==> src/rtl/mmio_timer_pkg.sv <==
// mmio_timer shared definitions.
// Register offsets, control/status bit positions and reset constants.
package mmio_timer_pkg;

  localparam logic [2:0] OFF_CTRL     = 3'd0;
  localparam logic [2:0] OFF_PRESCALE = 3'd1;
  localparam logic [2:0] OFF_COUNT    = 3'd2;
  localparam logic [2:0] OFF_COMPARE  = 3'd3;
  localparam logic [2:0] OFF_STATUS   = 3'd4;

  localparam int CTRL_EN  = 0;
  localparam int CTRL_AR  = 1;
  localparam int CTRL_IE  = 2;
  localparam int ST_MATCH = 0;
  localparam int ST_OVF   = 1;

  // sliced down to the bus width by the timer
  localparam logic [63:0] COMPARE_RST = '1;

endpackage

==> src/rtl/timer_prescaler.sv <==
// Prescaler for mmio_timer.
// Emits one tick every PRESCALE+1 enabled cycles.
module timer_prescaler #(
  parameter int width = 32
) (
  input  logic             CLK,
  input  logic             RST,
  input  logic             EN,
  input  logic [width-1:0] PRESCALE,
  input  logic             clr,
  output logic             tick
);

  localparam logic [width-1:0] ONE = {{(width-1){1'b0}}, 1'b1};

  logic [width-1:0] pre_cnt;

  assign tick = EN & (pre_cnt == PRESCALE);

  always_ff @(posedge CLK or posedge RST) begin
    if (RST)
      pre_cnt <= '0;
    else if (clr | ~EN | tick)
      pre_cnt <= '0;
    else
      pre_cnt <= pre_cnt + ONE;
  end

endmodule

==> src/rtl/mmio_timer.sv <==
// Memory-mapped prescaled timer with compare match,
// overflow flag and level interrupt.
module mmio_timer
  import mmio_timer_pkg::*;
#(
  parameter int               width     = 32,
  parameter logic [width-1:0] BASE_ADDR = 32'h0000_1000
) (
  input  logic             CLK,
  input  logic             RST,
  input  logic             MemWrite,
  input  logic [width-1:0] DataAdr,
  input  logic [width-1:0] WriteData,
  output logic [width-1:0] ReadData,
  output logic             Hit,
  output logic             IRQ
);

  localparam logic [width-1:0] ONE = {{(width-1){1'b0}}, 1'b1};

  logic [2:0]       ctrl;
  logic [width-1:0] prescale;
  logic [width-1:0] count;
  logic [width-1:0] compare;
  logic [1:0]       status;

  logic [2:0] sel;
  logic       wr;
  logic       s_ctrl, s_pre, s_cnt, s_cmp, s_st;
  logic       en_chg, clr, tick;
  logic       is_match, is_max;
  logic       set_match, set_ovf;
  logic [1:0] w1c;
  logic [width-1:0] rd;
  logic       unused_adr;

  assign sel = DataAdr[4:2];
  assign Hit = DataAdr[width-1:5] == BASE_ADDR[width-1:5];
  assign wr  = MemWrite & Hit;
  assign unused_adr = ^DataAdr[1:0];

  assign s_ctrl = sel == OFF_CTRL;
  assign s_pre  = sel == OFF_PRESCALE;
  assign s_cnt  = sel == OFF_COUNT;
  assign s_cmp  = sel == OFF_COMPARE;
  assign s_st   = sel == OFF_STATUS;

  assign en_chg = wr & s_ctrl
                & (WriteData[CTRL_EN] != ctrl[CTRL_EN]);
  assign clr    = (wr & s_cnt) | (wr & s_pre) | en_chg;

  timer_prescaler #(.width(width)) u_pre (
    .CLK      (CLK),
    .RST      (RST),
    .EN       (ctrl[CTRL_EN]),
    .PRESCALE (prescale),
    .clr      (clr),
    .tick     (tick)
  );

  assign is_match  = count == compare;
  assign is_max    = &count;
  assign set_match = tick & is_match;
  assign set_ovf   = tick & ~is_match & is_max;
  assign w1c       = {2{wr & s_st}} & WriteData[1:0];

  always_ff @(posedge CLK or posedge RST) begin
    if (RST) begin
      ctrl     <= '0;
      prescale <= '0;
      count    <= '0;
      compare  <= COMPARE_RST[width-1:0];
      status   <= '0;
    end else begin
      if (wr & s_ctrl) ctrl     <= WriteData[2:0];
      if (wr & s_pre)  prescale <= WriteData;
      if (wr & s_cmp)  compare  <= WriteData;
      // a bus write to COUNT beats the tick
      if (wr & s_cnt)
        count <= WriteData;
      else if (tick) begin
        if ((is_match & ctrl[CTRL_AR]) | (~is_match & is_max))
          count <= '0;
        else
          count <= count + ONE;
      end
      // hardware set wins over a same-cycle clear
      status <= (status & ~w1c) | {set_ovf, set_match};
    end
  end

  assign IRQ = ctrl[CTRL_IE] & (|status);

  always_comb begin
    rd = '0;
    if (Hit) begin
      unique case (1'b1)
        s_ctrl:  rd[2:0] = ctrl;
        s_pre:   rd = prescale;
        s_cnt:   rd = count;
        s_cmp:   rd = compare;
        s_st:    rd[1:0] = status;
        default: rd = '0;
      endcase
    end
  end

  assign ReadData = rd;

endmodule
==> config.mk <==
export PLATFORM = sky130hd
export DESIGN_NAME = mmio_timer
export DESIGN_NICKNAME = d
export VERILOG_FILES = /design/src/rtl/mmio_timer_pkg.sv /design/src/rtl/timer_prescaler.sv /design/src/rtl/mmio_timer.sv
export SDC_FILE = /design/constraint.sdc
export NUM_CORES = 1
export LEC_CHECK = 0
export ABC_AREA = 1
export BUFFER_PORTS_ARGS = -buffer_cell sky130_fd_sc_hd__buf_2
export CAP_MARGIN = 30
export CORE_MARGIN = 5
export CORE_UTILIZATION = 50
export DETAILED_ROUTE_END_ITERATION = 12
export PLACE_DENSITY = 0.71
export SYNTH_ARGS = -nofsm -noshare
export SYNTH_HDL_FRONTEND = slang
export SYNTH_SLANG_ARGS = --single-unit
==> constraint.sdc <==
create_clock -name CLK -period 5.46 [get_ports CLK]
set_input_delay 1.092 -clock CLK [delete_from_list [all_inputs] [get_ports CLK]]
set_output_delay 1.092 -clock CLK [all_outputs]
set_load 0.01 [all_outputs]
==> results of run 1 <==
tightest hold or removal path: stages, from the launching register on:
cell	delay, ns
dfstp_2	0.37
o21ai_0	0.07
nand2_1	0.05
sequential cells by signal, indices dropped and copies added, names as in the netlist:
| signal | count |
|---|---|
| compare | 32 |
| count | 32 |
| ctrl | 3 |
| prescale | 32 |
| status | 2 |
| u_pre.pre_cnt | 32 |
worst paths after layout:
path | start | end | slack, ns | cells after the start
worst max-delay path | DataAdr[3] | ReadData[0] | 1.55 | 9
worst min-delay path | compare[19] | compare[19] | 0.49 | 2
worst max register to register | u_pre.pre_cnt[26] | count[28] | 3.06 | 9
worst min register to register | compare[19] | compare[19] | 0.49 | 2
max in group asynchronous | RST | compare[13] | 3.73 | 4
min in group asynchronous | RST | u_pre.pre_cnt[1] | 0.55 | 2
stage by stage:
step	power, mW	setup WS [ns]	util	cell area [sq um]
6_report	2.243	1.549	0.5590	10390
5_1_grt	2.310	1.447	0.5590	10390
4_1_cts	2.250	1.555	0.5575	10360
3_5_place_dp	1.103	1.566	0.5259	9771
3_3_place_gp	1.103	1.590	0.5259	9771
2_1_floorplan	1.043	0.8666	-	9345
synthesized netlist by cell type, drive strengths merged (22+ instances only):
cell type / count
clkbuf: 22
a31oi: 23
buf: 42
dfstp: 32
nor3: 39
xor2: 49
nand2: 477
nand3: 83
inv: 160
xnor2: 39
dfrtp: 101
o21ai: 77
nor2: 135
nand4: 53
power groups by stage:
stage	clock, mW	combinational [mW]	sequential [mW]
2_1_floorplan	0	0.0393	1.00
3_3_place_gp	0	0.0995	1.00
3_5_place_dp	0	0.0995	1.00
4_1_cts	1.16	0.0999	0.987
5_1_grt	1.21	0.112	0.987
6_report	1.15	0.102	0.987
routing by layer:
layer | vias to the layer above | routed length, microns | track usage
li1 | 4444 | - | -
met1 | 4202 | 11970 | 0.3532
met2 | 293 | 12780 | 0.4086
met3 | 56 | 1897 | 0.04503
met4 | 0 | 750 | 0.09125
met5 | - | 0 | 0
layout make-up:
type                       instances  area, sq um
tap                              234        292.8
inverter                         162        613.1
clock buffer                      23        488.0
clock inverter                     9        100.1
sequential                       133         3368
timing repair buffer             106        570.5
fill                            1798         8194
multi-input combinational       1005         4954
logic make-up after synthesis:
group           after synthesis
simple gates                794
fa+ha+maj                     2
xor+xnor                     88
flops                       133
compound gates              121
buf+inv                     226
==> results.env, run 1 <==
SYNTH-COMPOUND-AREA-SHARE=0.07056
SYNTH_ADDER_AREA_SHARE=0.002678
COMBPWRFRAC=0.046
PLACE_INST=1639
CRITICAL-PATH-SLOWEST-CELL='inv_2'
CRITICAL_PATH.CELL_CHAIN='buf_2, inv_1, nor3_4, buf_4, inv_2, o21ai_0, a221oi_1, a21oi_1, buf_2'
CTS_NUM_SINKS=133
WIRE_LENGTH_OF_THE_FIRST_GLOBAL_ROUTING_PASS_MICRONS=44660
CRITPATHCAPTURETYPE='output port'
GLOBALROUTE.TOTALOVERFLOW=0
LAYOUT.NETS=1494
LAYOUT_CELL_SHARE_WITH_DRIVE_STRENGTH_BEYOND_1=0.1669
CP_MAX_FO=26
POWER.DENSITY_CELL_AREA_nW_PER_UM2=215.9
DRTITER0DRC=640
YOSYS_REGISTER_BITS=133
OUTCOME='complete, no violations'
RSZ0062_AT_GRT='no'
VIAS_IN_THE_FIRST_GLOBAL_ROUTE=8492
SYNTH_SIMPLE_GATE_AREA_SHARE=0.3722
PLACEMENTROWS=50
INITIAL_CELL_DENSITY_OF_THE_CORE=0.5030
CTSHTREEMAXLEVEL=4
POWER.SHARE.CLOCK=0.514
TIMING.SETUP.CRITICAL_PATH_CLASS='in -> out'
FIN_CRIT_NS=3.911
SYNTH_ASYNC_SR_FLOP_SHARE=1.000
GRT.TOTAL_USAGE=0.2565
POST_CTS_RESIZE_COUNT=0
WORST_SKEW_PAIR.LATE_LATENCY_NS=0.43
CP-START-KIND='input port'
PATH_COMMON_CELL='buf_2'
DRTANTENNAVIOLNETS=0
SYN_TO_FINAL_GROWTH_PCT=11.14
TIMING.CLOCK.SKEW_NS=0.008464
CORE_SQ_UM=18580
DPL.HPWL_MICRONS=19990
CRITPATHBUFINV=5
VDD_DROP_MAX_uV=230.5
ANTENNA_CELLS=0
MAX_CAP_VIOLATIONS=0
DETAILEDROUTE.FIRSTPASSITERATIONCOUNT=5
TOTALNEGATIVESETUPSLACK_NS=0
POWER.NET_SWITCHING_uW=511.3
TRITONCTS_BUFFER_COUNT=17
WORST_PIN_SLEW_NS=0.9754
AVGSYNTHCELLAREA_SQ_UM=6.851
NETLIST_INSTANCES=1364
POST_SYNTHESIS_INSTANCE_AREA_SQ_UM=9345
POST_SYNTH_XOR_AREA_FRACTION=0.08328
IO_BUFFER_COUNT=98
PWR-SHARE-SEQ=0.440
VIASPERCELL=5.380
CLK_PIN_SLEW_NS=0.05
MOST_COMMON_CELL_AFTER_LAYOUT_FILL_AND_TAPS_ASIDE='nand2_1'
YS.WARNINGS.COUNT=0
MAXIMUM_NUMBER_OF_PINS_ON_ONE_NET_BEFORE_GLOBAL_ROUTE_REPAIR=103
P_INT_mW=1.731
CTS_TREE='yes'
DIE_HEIGHT_MICRONS=146.7
WIRE_PER_INST_MICRONS=16.39
SW_FRAC_OF_TOTAL=0.2280
NUM_VIAS=8995
FINAL_CELLS=1672
FINAL-MAX-SLEW-VIOLATION-COUNT=0
ANTENNA_FOUND_INITIAL=0
P_LEAK_nW=4.981
NUMBER_OF_FLOPS_MAPPED_TO_ENABLE_CELLS_BY_YOSYS=0
SYNTH_FF_TYPE='dfrtp_1'
TOP_LEVEL_PINS=101
CTS.PATH.MAX_BUFFERS=2
FINALSETUPVIOLCOUNT=0
TIMING.FMAX_MHz=255.7
SYNTH_SEQ_AREA_SHARE=0.3604
SYNTH_TOP_AREA_FRAC=0.2705
TIMING.CRITICAL_PATH.MAX_DELAY_FAMILY='buffers and inverters'
SLEW_HEADROOM=0.3482
ROUTED_WL_MICRONS=27400
HIGHEST_COUNT_CELLS_IN_THE_LAYOUT_IGNORING_FILL_AND_TAPS='nand2_1, inv_1, nor2_1'
POSTCTSSETUPREPAIRBUFS=0
CRITICAL-PATH-MAX-STAGE-DELAY_NS=0.44
NETLIST-CELL-TYPE-COUNT=42
PORTION_OF_THE_CLOCK_CYCLE_CONSUMED_BY_THE_WORST_PATH_IN_THE_FINAL_LAYOUT=0.7164
CTS_ROOT_BUF='clkbuf_16'
FINALHOLDVIOLATIONS=0
FLOORPLAN.DIE_AREA_SQ_UM=21520
SYNTHESIS.NETS=1433
DRC=0
TIMING.HOLD.WS_NS=0.4901
DIE_WIDTH_MICRONS=146.7
YOSYS-TOP-CELLS-AREA='dfrtp_1, nand2_1, dfstp_2'
SYNTHDOMINANTAREACELLTYPE='dfrtp_1'
SYNTH_TOP_FAMILY_BY_AREA='simple AND/OR/NAND/NOR gates'
GP_CONGESTION=0.9311
CRITPATHARRIVALTIME_NS=2.82
HP-CLASS='reg -> reg'
HOLD_BUFS_INSERTED_AFTER_CTS=0
CRITICAL_PATH_REQUIRED_NS=4.37
YOSYS-MUX-AREA-FRACTION=0
No activity file was read; power rests on OpenSTA's default activity.
==> run 2: changes to the inputs <==
Settings changed: ABC_AREA 1 to 0.
Clock period 5.46 ns to 3.6 ns, I/O delays scaled along.
==> results.env, run 2 <==
FINAL-MAX-SLEW-VIOLATION-COUNT=0
GRT_USE_MET3=0.05440
SYNTHMOSTINSTANTIATEDCELL='nor2_1'
YOSYS_REGISTER_BITS=133
SYNTH_TOP_AREA_FRAC=0.3192
LAYOUT_CELL_SHARE_WITH_DRIVE_STRENGTH_BEYOND_1=0.3064
SYNTH_SEQ_AREA_SHARE=0.4254
TOTALNEGATIVESETUPSLACK_NS=0
IO_BUFFER_COUNT=98
DRTITER0DRC=637
NUM_VIAS=6783
P_LEAK_nW=4.116
POST_DP_CELL_AREA_SQ_UM=8676
SYN_TO_FINAL_GROWTH_PCT=16.58
GP_CONGESTION=0.9287
MAX_CAP_VIOLATIONS=0
WIRE_PER_INST_MICRONS=20.16
CTS.PATH.MAX_BUFFERS=2
FILL_CELLS=1405
POST_SYNTHESIS_INSTANCE_AREA_SQ_UM=7918
ROUTED_WL_MICRONS=23040
MULTI_INPUT_AREA_SQ_UM=4300
POST_SYNTH_XOR_AREA_FRACTION=0.1051
R2R_CELLS=8
FINAL_CORE_UTIL=0.5874
DRC=0
SYNTH_SIMPLE_GATE_AREA_SHARE=0.1914
NETLIST-CELL-TYPE-COUNT=47
DPL.HPWL_MICRONS=16520
TIMING.CLOCK.SKEW_NS=0.007766
TIMING.HOLD.WS_NS=0.4842
HIGHEST_COUNT_CELLS_IN_THE_LAYOUT_IGNORING_FILL_AND_TAPS='nor2_1, dfrtp_1, mux2_2, buf_2, xor2_1'
CTS_TREE='yes'
SYNTH-COMPOUND-AREA-SHARE=0.09545
DRTANTENNAVIOLNETS=0
RSZ0062_AT_GRT='no'
AVGSYNTHCELLAREA_SQ_UM=9.585
POWER_mW=3.278
CRITPATHCAPTURETYPE='register'
POSTCTSSETUPREPAIRBUFS=0
SYNTH_ASYNC_SR_FLOP_SHARE=1.000
TOP_LEVEL_PINS=101
GRT-BUSIEST-LAYER='met2'
MET2_USAGE=0.3935
FINALHOLDVIOLATIONS=0
CORE_SQ_UM=15710
YOSYS-MUX-AREA-FRACTION=0.1460
ENDPOINT='count[22]'
CP_MAX_FO=16
CRITPATHARRIVALTIME_NS=3.42
DIE_HEIGHT_MICRONS=135.8
NETLIST_INSTANCES=826
REG2REG_SETUP_SLACK_NS=0.51
TIMING.SETUP.CRITICAL_PATH_CLASS='reg -> reg'
POST_CTS_RESIZE_COUNT=0
MOST_COMMON_CELL_AFTER_LAYOUT_FILL_AND_TAPS_ASIDE='nor2_1'
YOSYS-TOP-CELLS-AREA='dfrtp_1, mux2_2, dfstp_2'
HOLD_BUFS_INSERTED_AFTER_CTS=0
SW_FRAC_OF_TOTAL=0.2166
PLACE_INST=1111
VIASPERCELL=5.934
FINAL_CELLS=1143
POWER.NET_SWITCHING_uW=710.1
FINAL.SETUP.WORST_SLACK_NS=0.5095
FLOORPLAN.DIE_AREA_SQ_UM=18450
HP-CLASS='in -> async'
POWER.SHARE.CLOCK=0.500
NUMBER_OF_FLOPS_MAPPED_TO_ENABLE_CELLS_BY_YOSYS=0
ANTENNA_FOUND_INITIAL=0
PWR-SHARE-SEQ=0.457
SYNTH_FF_TYPE='dfrtp_1'
FIN_CRIT_NS=3.091
WORST_PIN_SLEW_NS=0.7536
SYNTH_TOP_FAMILY_BY_AREA='simple AND/OR/NAND/NOR gates'
ANTENNA_CELLS=0
WIRE_LENGTH_OF_THE_FIRST_GLOBAL_ROUTING_PASS_MICRONS=36300
CRITPATHLAUNCH='count[8]'
CLK_PIN_SLEW_NS=0.06
CTS_ROOT_BUF='clkbuf_16'
CTS_NUM_SINKS=133
FINALSETUPVIOLCOUNT=0
SYNTHESIS.NETS=895
PORTION_OF_THE_CLOCK_CYCLE_CONSUMED_BY_THE_WORST_PATH_IN_THE_FINAL_LAYOUT=0.8585
COMBPWRFRAC=0.043
P_INT_mW=2.568
REG2REG_FROM='count[8]'
POWER.DENSITY_CELL_AREA_nW_PER_UM2=355.1
WORST_SKEW_PAIR.LATE_LATENCY_NS=0.42
CRITICAL_PATH_REQUIRED_NS=3.92
SYNTH_ADDER_AREA_SHARE=0.003161
CRIT-REG2REG-CAPTURE='count[22]'
MAXIMUM_NUMBER_OF_PINS_ON_ONE_NET_BEFORE_GLOBAL_ROUTE_REPAIR=134
VIAS_IN_THE_FIRST_GLOBAL_ROUTE=6581
GRT.TOTAL_USAGE=0.2562
MET1_USAGE=0.3621
OUTCOME='complete, no violations'
SLEW_HEADROOM=0.4976
YS.WARNINGS.COUNT=0
SYNTH_COMMON_CELLS='nor2_1, dfrtp_1, mux2_2, xor2_1, nand2_1'
CTSHTREEMAXLEVEL=4
GLOBALROUTE.TOTALOVERFLOW=0
INITIAL_CELL_DENSITY_OF_THE_CORE=0.5039
COMBINED_FLIP_FLOP_AND_LATCH_CELL_AREA_SQ_UM=3368
VDD_DROP_MAX_uV=318.3
LAYOUT.NETS=983
FINALINSTANCEAREA_SQ_UM=9230
SYNTHDOMINANTAREACELLTYPE='dfrtp_1'
DIE_WIDTH_MICRONS=135.8
DETAILEDROUTE.FIRSTPASSITERATIONCOUNT=5
TRITONCTS_BUFFER_COUNT=17
PLACEMENT.SETUP.WORST_SLACK_NS=0.5101
CP-START-KIND='register'
PLACEMENTROWS=46
TIMING.FMAX_MHz=323.6
==> run 2: cell count changes after synthesis, sizes merged, moves of 22 or more <==
cell	before	now
buf	42	15
xor2	49	71
a22oi	2	31
mux2	0	98
o21ai	77	26
nand3	83	31
nand2	477	45
inv	160	14
nor4	3	25
nand4	53	20
==> run 2: how the worst min path moves through the flow <==
| stage | slack (ns) | startpoint | end |
|---|---|---|---|
| global placement | 0.51 | u_pre.pre_cnt[0] | u_pre.pre_cnt[0] |
| CTS | 0.52 | u_pre.pre_cnt[0] | u_pre.pre_cnt[0] |
| detailed placement | 0.52 | u_pre.pre_cnt[0] | u_pre.pre_cnt[0] |
| finish | 0.48 | RST | u_pre.pre_cnt[4] |
| global route | 0.55 | u_pre.pre_cnt[0] | u_pre.pre_cnt[0] |
| floorplan | 0.47 | status[0] | status[0] |
==> run 2: power by group through the flow <==
stage	clock network (mW)	registers, mW	logic (mW)
finish	1.64	1.50	0.142
global route	1.73	1.50	0.154
CTS	1.66	1.50	0.141
detailed placement	0	1.52	0.141
global placement	0	1.52	0.141
floorplan	0	1.52	0.0607
==> run 2: routing by layer <==
metal	vias up	part of all wire
li1	3125	-
met1	3315	0.44
met2	310	0.45
met3	33	0.083
met4	0	0.027
met5	-	0
==> run 2: kinds of logic after synthesis <==
kind of cell,after synthesis
multiplexers,102
buffers and inverters,65
AND/OR/NAND/NOR,314
flip-flops,133
AO/OA/AOI/OAI,115
XOR/XNOR,95
adder cells (fa/ha/maj),2
==> run 2: cell type report <==
class,count,share of cell area
clock buffers,28,0.05490
clock inverters,4,0.005151
inverters,14,0.006100
multi-input cells,628,0.4659
flip-flops and latches,133,0.3649
well taps,216,0.02928
repair buffers,120,0.07374
==> run 2: critical path, cell delays in order, from the launching register on <==
cell and delay (ns):
dfrtp_1 0.47, xor2_1 0.20, nor4_1 0.65, nand4_1 0.32, o2111a_1 0.45, nor2_1 0.14
buf_4 0.27, nand2_1 0.21, o31ai_1 0.27
==> run 3: changes to the inputs <==
Settings changed: PLACE_DENSITY 0.71 to unset, PLACE_DENSITY_LB_ADDON set to 0.15.
==> results.env, run 3 (same netlist as run 2, synthesis figures left out) <==
OUTCOME='complete, no violations'
WIRE_PER_INST_MICRONS=21.01
PLACEMENT.SETUP.WORST_SLACK_NS=0.5092
CRITPATHCAPTURETYPE='register'
WIRE_LENGTH_OF_THE_FIRST_GLOBAL_ROUTING_PASS_MICRONS=38140
VIASPERCELL=5.991
LAYOUT_CELL_SHARE_WITH_DRIVE_STRENGTH_BEYOND_1=0.3140
FINAL-MAX-SLEW-VIOLATION-COUNT=0
CTS_NUM_SINKS=133
IO_BUFFER_COUNT=98
MAX_CAP_VIOLATIONS=0
HP-CLASS='in -> async'
CP-START-KIND='register'
WORST_PIN_SLEW_NS=0.6879
POST_CTS_RESIZE_COUNT=0
DIE_WIDTH_MICRONS=135.8
VDD_DROP_MAX_uV=339.8
TRITONCTS_BUFFER_COUNT=17
ANTENNA_CELLS=0
FINALHOLDVIOLATIONS=0
CRITPATHBUFINV=2
TIMING.CRITICAL_PATH.MAX_DELAY_FAMILY='simple AND/OR/NAND/NOR gates'
WORST_SKEW_PAIR.LATE_LATENCY_NS=0.43
DIE_HEIGHT_MICRONS=135.8
DETAILEDROUTE.FIRSTPASSITERATIONCOUNT=5
DPL.HPWL_MICRONS=17430
CTS_TREE='yes'
CRITICAL-PATH-MAX-STAGE-DELAY_NS=0.57
SLEW_HEADROOM=0.5404
DRC=0
TOP_LEVEL_PINS=101
ANTENNA_FOUND_INITIAL=0
CP_MAX_FO=34
TIMING.CLOCK.SKEW_NS=0.01029
GLOBALROUTE.TOTALOVERFLOW=0
MOST_COMMON_CELL_AFTER_LAYOUT_FILL_AND_TAPS_ASIDE='nor2_1'
TOTALNEGATIVESETUPSLACK_NS=0
FLOORPLAN.DIE_AREA_SQ_UM=18450
FINAL.SETUP.WORST_SLACK_NS=0.5002
CTS_ROOT_BUF='clkbuf_16'
PLACE_INST=1114
SYN_TO_FINAL_GROWTH_PCT=17.51
NUM_VIAS=6866
DRTITER0DRC=595
PATH_COMMON_CELL='buf_4'
RSZ0062_AT_GRT='no'
TIMING.SETUP.CRITICAL_PATH_CLASS='reg -> reg'
CRITICAL-PATH-SLOWEST-CELL='or4_1'
GRT.TOTAL_USAGE=0.2679
INITIAL_CELL_DENSITY_OF_THE_CORE=0.5039
CRITICAL_PATH.CELL_CHAIN='xor2_1, nor4_1, nand4_1, or4_1, buf_4, nor3_4, buf_4, nand3b_1, a31oi_1'
ROUTED_WL_MICRONS=24080
CRITICAL_PATH_REQUIRED_NS=3.95
LAYOUT.NETS=986
FINALSETUPVIOLCOUNT=0
P_LEAK_nW=4.159
VIAS_IN_THE_FIRST_GLOBAL_ROUTE=6906
MAXIMUM_NUMBER_OF_PINS_ON_ONE_NET_BEFORE_GLOBAL_ROUTE_REPAIR=54
PORTION_OF_THE_CLOCK_CYCLE_CONSUMED_BY_THE_WORST_PATH_IN_THE_FINAL_LAYOUT=0.8611
FINAL_CELLS=1146
CTSHTREEMAXLEVEL=4
PLACEMENTROWS=46
POWER.DENSITY_CELL_AREA_nW_PER_UM2=366.4
CLK_PIN_SLEW_NS=0.06
HOLD_BUFS_INSERTED_AFTER_CTS=0
GP_CONGESTION=0.9254
FINAL_CORE_UTIL=0.5921
CTS.PATH.MAX_BUFFERS=2
HIGHEST_COUNT_CELLS_IN_THE_LAYOUT_IGNORING_FILL_AND_TAPS='nor2_1, dfrtp_1, mux2_2, buf_2, xor2_1'
CORE_SQ_UM=15710
TIMING.FMAX_MHz=322.6
DRTANTENNAVIOLNETS=0
POSTCTSSETUPREPAIRBUFS=0
CRITPATHARRIVALTIME_NS=3.45
FIN_CRIT_NS=3.100
run 3: final timing paths:
| check | to | cells after the start | slack [ns] | start |
|---|---|---|---|---|
| worst max-delay path | count[25] | 9 | 0.50 | u_pre.pre_cnt[5] |
| worst max register to register | count[25] | 9 | 0.50 | u_pre.pre_cnt[5] |
| worst min register to register | u_pre.pre_cnt[0] | 1 | 0.53 | u_pre.pre_cnt[0] |
| min in group CLK | u_pre.pre_cnt[0] | 1 | 0.53 | u_pre.pre_cnt[0] |
| max in group asynchronous | compare[30] | 3 | 2.44 | RST |
| worst min-delay path | prescale[3] | 2 | 0.39 | RST |
run 3: area by class of cell:
class                   instances  area [sq um]
clock buffers                  24         501.7
clock inverters                 8         96.34
fillers                      1383          6409
inverters                      14         56.30
multi-input cells             628          4295
flip-flops and latches        133          3368
well taps                     216         270.3
repair buffers                123         715.7
run 3: worst register-to-register path: stages (launching register included):
cell,delay (ns)
dfrtp_1,0.45
xor2_1,0.17
nor4_1,0.49
nand4_1,0.14
or4_1,0.57
buf_4,0.29
nor3_4,0.31
buf_4,0.29
nand3b_1,0.12
a31oi_1,0.20
run 3: per-stage QoR:
| step | cell area [sq um] | hold slack, ns | power (mW) |
|---|---|---|---|
| after floorplan | 7921 | 0.4685 | 1.584 |
| after global placement | 8706 | 0.5146 | 1.664 |
| after detailed placement | 8706 | 0.5267 | 1.666 |
| after CTS | 9304 | 0.4055 | 3.424 |
| after global routing | 9304 | 0.4527 | 3.508 |
| final | 9304 | 0.3932 | 3.409 |
run 3: power by group:
group | internal (mW) | switching [mW] | total (mW) | leakage (nW)
clock | 1.11 | 0.660 | 1.77 | 0.296
sequential | 1.50 | 0.000000106 | 1.50 | 1.62
combinational | 0.0498 | 0.0940 | 0.144 | 2.25
total | 2.65 | 0.754 | 3.41 | 4.16
run 3: metal layers:
metal / share of wire / up-vias / track usage
met5: 0 / - / 0
met4: 0.027 / 0 / 0.1041
met3: 0.084 / 42 / 0.05403
met2: 0.46 / 346 / 0.4231
met1: 0.43 / 3361 / 0.3648
li1: - / 3117 / -
